**src/rtl/inta_sequencer.sv**
```systemverilog
`default_nettype none
// ============================================================================
//  Module   : inta_sequencer
//  Brief    : Turns asynchronous INTA_n pulses into the ordered imp1 / imp2
//             strobes and bus enables for the 8086-style two-pulse acknowledge.
//  Revision : 1.0  initial release
// ============================================================================
module inta_sequencer #(
    parameter int SYNC_STAGES = 2,
    parameter int MIN_LOW     = 2,
    parameter int TIMEOUT     = 64
) (
    input  logic clk,
    input  logic rst_n,
    input  logic INTA_n,
    input  logic endOfinit,
    input  logic INT,
    input  logic SNGL,
    input  logic en,
    input  logic slaveIr,
    output logic imp1,
    output logic endOfimp1,
    output logic imp2,
    output logic endOfimp2,
    output logic dataOutEn,
    output logic casOutEn,
    output logic spurious,
    output logic ackTimeout,
    output logic busy
);

    localparam int c_LOW_W = $clog2(MIN_LOW + 1);
    localparam int c_GAP_W = (TIMEOUT > 0) ? $clog2(TIMEOUT + 1) : 1;

    typedef enum logic [1:0] {
        S_IDLE = 2'd0,
        S_ACK1 = 2'd1,
        S_GAP  = 2'd2,
        S_ACK2 = 2'd3
    } state_t;

    logic [SYNC_STAGES-1:0] r_sync;
    logic [SYNC_STAGES-1:0] r_valid;
    logic                   r_armed;
    logic [c_LOW_W-1:0]     r_low_cnt;
    logic [c_GAP_W-1:0]     r_gap_cnt;
    state_t                 r_state;
    state_t                 w_next;
    logic                   w_inta_s;
    logic                   w_live;
    logic                   w_qual;
    logic                   w_timeout;

    assign w_inta_s = r_sync[SYNC_STAGES-1];
    assign w_live   = r_valid[SYNC_STAGES-1];

    // r_valid marks when the last sync stage holds a real post-reset sample,
    // so a level held low across reset cannot qualify off the preset ones.
    always_ff @(posedge clk or negedge rst_n) begin
        if (!rst_n) begin
            r_sync  <= '1;
            r_valid <= '0;
        end else begin
            r_sync  <= {r_sync[SYNC_STAGES-2:0], INTA_n};
            r_valid <= {r_valid[SYNC_STAGES-2:0], 1'b1};
        end
    end

    always_ff @(posedge clk or negedge rst_n) begin
        if (!rst_n) begin
            r_armed   <= 1'b0;
            r_low_cnt <= '0;
        end else begin
            if (w_live && w_inta_s) begin
                r_armed <= 1'b1;
            end
            if (w_inta_s || !r_armed) begin
                r_low_cnt <= '0;
            end else if (r_low_cnt != c_LOW_W'(MIN_LOW)) begin
                r_low_cnt <= r_low_cnt + 1'b1;
            end
        end
    end

    assign w_qual    = r_armed && !w_inta_s && (r_low_cnt == c_LOW_W'(MIN_LOW - 1));
    assign w_timeout = (TIMEOUT != 0) && (r_gap_cnt == c_GAP_W'(TIMEOUT - 1));

    always_comb begin
        w_next = r_state;
        if (!endOfinit) begin
            w_next = S_IDLE;
        end else begin
            case (r_state)
                S_IDLE: if (w_qual) w_next = S_ACK1;
                S_ACK1: if (w_inta_s) w_next = S_GAP;
                S_GAP: begin
                    if (w_qual) begin
                        w_next = S_ACK2;
                    end else if (w_timeout) begin
                        w_next = S_IDLE;
                    end
                end
                S_ACK2: if (w_inta_s) w_next = S_IDLE;
                default: w_next = S_IDLE;
            endcase
        end
    end

    // Every output is a function of the state being entered, so all of them
    // change on the same edge as the state register.
    always_ff @(posedge clk or negedge rst_n) begin
        if (!rst_n) begin
            r_state    <= S_IDLE;
            r_gap_cnt  <= '0;
            imp1       <= 1'b0;
            endOfimp1  <= 1'b0;
            imp2       <= 1'b0;
            endOfimp2  <= 1'b0;
            dataOutEn  <= 1'b0;
            casOutEn   <= 1'b0;
            spurious   <= 1'b0;
            ackTimeout <= 1'b0;
            busy       <= 1'b0;
        end else begin
            r_state    <= w_next;
            imp1       <= (w_next == S_ACK1);
            imp2       <= (w_next == S_ACK2);
            endOfimp1  <= (r_state == S_ACK1) && (w_next == S_GAP);
            endOfimp2  <= endOfinit && (r_state == S_ACK2) && (w_next == S_IDLE);
            ackTimeout <= endOfinit && (r_state == S_GAP) && (w_next == S_IDLE);
            busy       <= (w_next != S_IDLE);
            casOutEn   <= !SNGL && en && (w_next != S_IDLE);
            dataOutEn  <= (w_next == S_ACK2) && (SNGL || !en || !slaveIr);

            if (w_next == S_IDLE) begin
                spurious <= 1'b0;
            end else if (r_state == S_IDLE) begin
                spurious <= ~INT;
            end

            if (r_state != S_GAP) begin
                r_gap_cnt <= '0;
            end else if (r_gap_cnt != '1) begin
                r_gap_cnt <= r_gap_cnt + 1'b1;
            end
        end
    end

endmodule
`default_nettype wire

```
**config.mk**
```make
export PLATFORM = sky130hd
export DESIGN_NAME = inta_sequencer
export DESIGN_NICKNAME = d
export VERILOG_FILES = /design/src/rtl/inta_sequencer.sv
export SDC_FILE = /design/constraint.sdc
export NUM_CORES = 1
export LEC_CHECK = 0
export CORE_ASPECT_RATIO = 1.2
export CORE_MARGIN = 2
export CORE_UTILIZATION = 25
export CTS_CLUSTER_SIZE = 20
export DETAILED_ROUTE_END_ITERATION = 7
export PLACE_DENSITY_LB_ADDON = 0.25
export SETUP_SLACK_MARGIN = 0.5
export SYNTH_ARGS = -nofsm -noshare
export SYNTH_HDL_FRONTEND = slang
export SYNTH_SLANG_ARGS = --single-unit
```
**constraint.sdc**
```tcl
create_clock -name clk -period 1.45 [get_ports clk]
set_input_delay 0.2175 -clock clk [delete_from_list [all_inputs] [get_ports clk]]
set_output_delay 0.2175 -clock clk [all_outputs]
set_load 0.01 [all_outputs]
```
== After elaboration in Yosys (flattened, before gate mapping) ==
Index checks and enable logic that the tools add are counted.

* Bits of input ports: 8
* Output and inout port bits: 9
* Memory bits (read-only): 0
* Bits in writable memories: 0
* Latch bits: 0
* Memories: 0
* Flip-flop bits (word level): 25
* Word-level logic and storage cells: 67

* Equal/unequal tests: 11
* Reduce and logical (&&, ||, !) cells: 25
* Shift operators: 0
* $lt $le $gt $ge: 0
* $mul: 0
* Bitwise gates (word level): 1
* Div/mod/pow operators: 0
* $add $sub $neg: 2
* Multiplexer cells: 13

{| class="wikitable"
|+ Operators by type and width
! cell !! count
|-
| 2-bit two-way mux || 8
|-
| 7-bit two-way mux || 2
|-
| 1-bit logical AND || 11
|-
| 2-bit equality test, second input constant || 4
|-
| 2-bit one-hot mux with 4 select lines || 1
|-
| 2-bit nonzero test || 4
|-
| 7-bit by 1-bit adder with 7-bit output, second input constant || 1
|-
| 7-bit by 6-bit equality test with 1-bit output, second input constant || 1
|-
| 7-bit inequality test, second input constant || 1
|-
| 2-bit by 1-bit equality test with 1-bit output, second input constant || 3
|-
| 1-bit zero test || 5
|-
| 2-bit zero test || 2
|-
| 2-bit inequality test, second input constant || 2
|-
| 1-bit logical OR || 3
|-
| 2-bit by 1-bit adder with 2-bit output, second input constant || 1
|-
| 1-bit two-way mux || 2
|-
| 1-bit NOT || 1
|}

== Logic depth before layout (Yosys ltp) ==
* Depth in word-level cells: 8
* Depth in mapped cells: 5
* Gate-level depth less buffers: 5

== Least setup slack after synthesis ==
Ideal clock, no wire load.

* Kind: register to register
* Start: reg r_gap_cnt[0]
* End: reg r_gap_cnt[3]
* Buffers on the path: 0
* Period minus slack after synthesis: 1305 ps
* Data arrival time: 1169 ps
* Cell stages (with the launch flop): 5
* Slack: 145 ps
* Path through: dfrtp_1 ha_1 and4_4 o311ai_1 o41ai_1

* Cells in the longest elaborated chain, start to end: 3
* Elaborated cells on any way between the ends: 5
* Classes of those cells: add/sub: 1; eq/ne: 1; mux: 2; reduce/logical: 1

{| class="wikitable"
|+ Ends and longest elaborated chain
! item !! line !! source
|-
| start: declaration || 46 || <nowiki>logic [c_GAP_W-1:0] r_gap_cnt;</nowiki>
|-
| start signal: assignment || 144 || <nowiki>r_gap_cnt <= r_gap_cnt + 1'b1;</nowiki>
|-
| 7-bit by 1-bit adder with 7-bit output || 144 ||
|-
| 7-bit two-way mux || 143 || <nowiki>end else if (r_gap_cnt != '1) begin</nowiki>
|-
| 7-bit two-way mux || 141 || <nowiki>if (r_state != S_GAP) begin</nowiki>
|}

Several ways; a longest one is shown, not always the timed one. The select of a mux whose other input is x is not followed.
A chain may end at the register's enable or synchronous reset.

== Worst setup path after layout ==
* Start: reg r_low_cnt[0]
* End: reg busy

* Cells in the longest elaborated chain, start to end: 6
* Elaborated cells on any way between the ends: 7
* Classes of those cells: eq/ne: 1; mux: 4; reduce/logical: 2

{| class="wikitable"
|+ Ends and longest elaborated chain
! item !! line !! source
|-
| start: declaration || 45 || <nowiki>logic [c_LOW_W-1:0] r_low_cnt;</nowiki>
|-
| start signal: assignment || 80 || <nowiki>r_low_cnt <= r_low_cnt + 1'b1;</nowiki>
|-
| 2-bit by 1-bit equality test with 1-bit output * || 85 || <nowiki>assign w_qual = r_armed && !w_inta_s && (r_low_cnt == c_LOW_W'(MIN_LOW - 1));</nowiki>
|-
| 1-bit logical AND * || 85 ||
|-
| 2-bit two-way mux, on equally long branches || 97, 94 ||
|-
| 2-bit one-hot mux with 4 select lines * || 93 || <nowiki>case (r_state)</nowiki>
|-
| 2-bit two-way mux * || 90 || <nowiki>if (!endOfinit) begin</nowiki>
|-
| 2-bit nonzero test * || 131 || <nowiki>busy <= (w_next != S_IDLE);</nowiki>
|-
| end signal: assignment || 131 ||
|-
| end: declaration || 29 || <nowiki>output logic busy</nowiki>
|}

Mark *: on every way between the ends. The rest lies on a longest branch, timed or not.

==> metrics.cfg <==
[logic_synthesis]
synth_common_cells = dfrtp_1 (23), inv_1 (6), nor2_1 (6), a21oi_1 (5), nand2_1 (5)
syn_nets = 106
synthDistinctLibCells = 41
synth_edf_count = 0
synth_top_area_share_pct = 52.33
yosysWarnings = 0
synthFlopType = dfrtp_1
yosysMostFrequentCell = dfrtp_1
avgSynthCellArea_sq_um = 11.58
yosys-top-cells-area = dfrtp_1 (52%), dfstp_2 (4.8%), ha_1 (3.4%), a21oi_1 (2.3%), inv_1 (2.0%)
yosys.area.top_type = dfrtp_1
ys_async_sr_fraction_pct = 100.0
ys_ff_latch = 25
netlist_instances = 95
syn-cell-area_sq_um = 1100
ys_seq_area_share_pct = 57.11

[power]
internal_power_uw = 1164
p_seq_share_pct = 49.7
p_per_area_nw_per_um2 = 1068
power_uw = 1616
ir_drop_mv = 0.6841
pwr-share-comb_pct = 24.9
swShare_pct = 27.95
power.leakage_uw = 0.0006412
clkPwrFrac_pct = 25.4
power_switching_uw = 451.8

[global_route]
gr-total-overflow = 0
grt_pass1_wl_mm = 3.746
grt_max_degree = 26
grt_antenna_before_repair = 0
grt_usage_pct = 9.642
grt_pass1_vias = 854

[floorplanning]
start_util_pct = 26.01
core-area_sq_um = 4229
ios = 17
die_y_um = 76.66
rows = 26
die_w_um = 64.55
dieArea_sq_um = 4948

[timing]
setup_viol = 0
max_freq_ghz = 0.8228
finalMaxSlewViolations = 0
tns_ns = 0
finalHoldViolations = 0
min_period_ns = 1.215
min_period_over_period_pct = 83.82
rsz0062_at_grt = true
skew_ns = 0.002025

[route]
routedWlPerCell_um = 12.09
routed_via_density = 4.451
num_vias = 810
drc = 0
drtIter0Drc = 37
final_antenna_net_count = 0
dr.pass1.iters = 4
wl_mm = 2.201

[finish]
areaGrowthSynthToFinish_pct = 37.54
num_antenna_cells = 0
drive_above_1_share_pct = 40.48
fill_cells = 437
layout.nets = 138
fin_cells = 182

[clock_network]
numCtsBuffers = 3
clock-sinks = 25
root_buffer = clkbuf_8
path_clk_slew_ns = 0.08
postCtsHoldBufs = 0
cts_tree = done
clk_latency_ns = 0.27
htree_levels = 1
clockBufferDepth = 2

[hold_path]
hold_path.class = input pin to asynchronous set/reset pin

[worst_setup_path]
r2r_setup_slack_ns = 0.23
critPathArrivalTime_ns = 1.36
criticalPathCategory = flip-flop to flip-flop
cp-end-kind = flip-flop
cp_max_fo = 3
startpoint_type = flip-flop
worstPathRequired_ns = 1.60

[placement]
hpwlAfterDp_mm = 1.504
placed_cells = 169
gp_congestion = 0.7047
io_buffers = 16

[flow_run]
max_cap_viol_count = 0

[status]
status = completed

[cell families after synthesis]
kind of cell / synth area share [%]
AOI/OAI and AO/OA: 14.11
xor gates and xnor gates: 2.390
adders and majority gates: 3.413
buffers and inverters: 2.730
DFF: 57.11
muxes: 0.9102
other: 0.3410
and+or+nand+nor: 19.00
[registers in the layout, summed over array words and instances (netlist names), 2 cells and up]
signal and flops:
r_state 2, r_gap_cnt 7, r_valid 2, r_sync 2
r_low_cnt 2
[critical path: stages (launching register included)]
cell     delay (ns)
dfrtp_1        0.41
ha_2           0.19
and3b_2        0.25
o21ai_2        0.17
nand2_1        0.08
[power by group through the flow]
stage,logic [uW],registers (uW),clock network (uW)
2_1_floorplan,177,814,0
3_3_place_gp,286,815,0
3_5_place_dp,294,819,0
4_1_cts,324,801,431
5_1_grt,457,811,461
6_report,402,803,411
[layout make-up]
class	instances	area, sq um	share of cell area, %
Clock buffer	4	45.04	2.978
Tap cell	56	70.07	4.632
Timing Repair Buffer	28	212.7	14.06
Multi-Input combinational cell	63	529.3	34.99
Sequential cell	25	633.1	41.85
Inverter	6	22.52	1.489
[timing repair]
item	4_1_cts	5_1_grt
gates resized for setup	38	17
setup buffers	6	3
endpoints found under the setup margin	27	29
pin swaps	7	9
[stage by stage]
step	hold WS, ns	utilization, %	area (sq um)	setup slack (ns)
after detailed placement	0.3411	32.28	1365	0.08132
after CTS	0.3268	34.02	1439	0.2419
after floorplan	-0.07809	-	1120	0.2543
after global placement	0.3388	32.28	1365	0.09362
final	0.3085	35.77	1513	0.2346
after global routing	0.3384	35.77	1513	0.1714
[cell usage in the layout (no fill, tap or decap), types with 3 or more instances in the layout]
cell             count
dfrtp_1             19
buf_4               10
buf_2                8
clkdlybuf4s50_1      7
inv_1                6
nand2_1              4
a21oi_1              4
dfrtp_2              4
nor2_2               3
nand2b_1             3
o21ai_0              3
nor2_1               3
clkbuf_8             3
[per-layer routing]
layer / GRT usage, % / wire, um / vias to the layer above / part of all wire [%]
li1: - / - / 395 / -
met2: 16.77 / 1163 / 11 / 53
met3: 1.906 / 65 / 4 / 3.0
met5: 0 / 0 / - / 0
met4: 5.319 / 40 / 0 / 1.8
met1: 10.87 / 932 / 400 / 42
[final timing paths]
check / from / to / cells past startpoint
hold / removal: rst_n / endOfimp1 / 2
min in group clk: INTA_n / r_sync[0] / 1
setup / recovery: r_low_cnt[0] / busy / 4
hold reg to reg: r_valid[0] / r_valid[1] / 0
setup reg to reg: r_low_cnt[0] / busy / 4
max in group asynchronous: rst_n / r_sync[0] / 2
No activity file was read; power rests on OpenSTA's default activity.
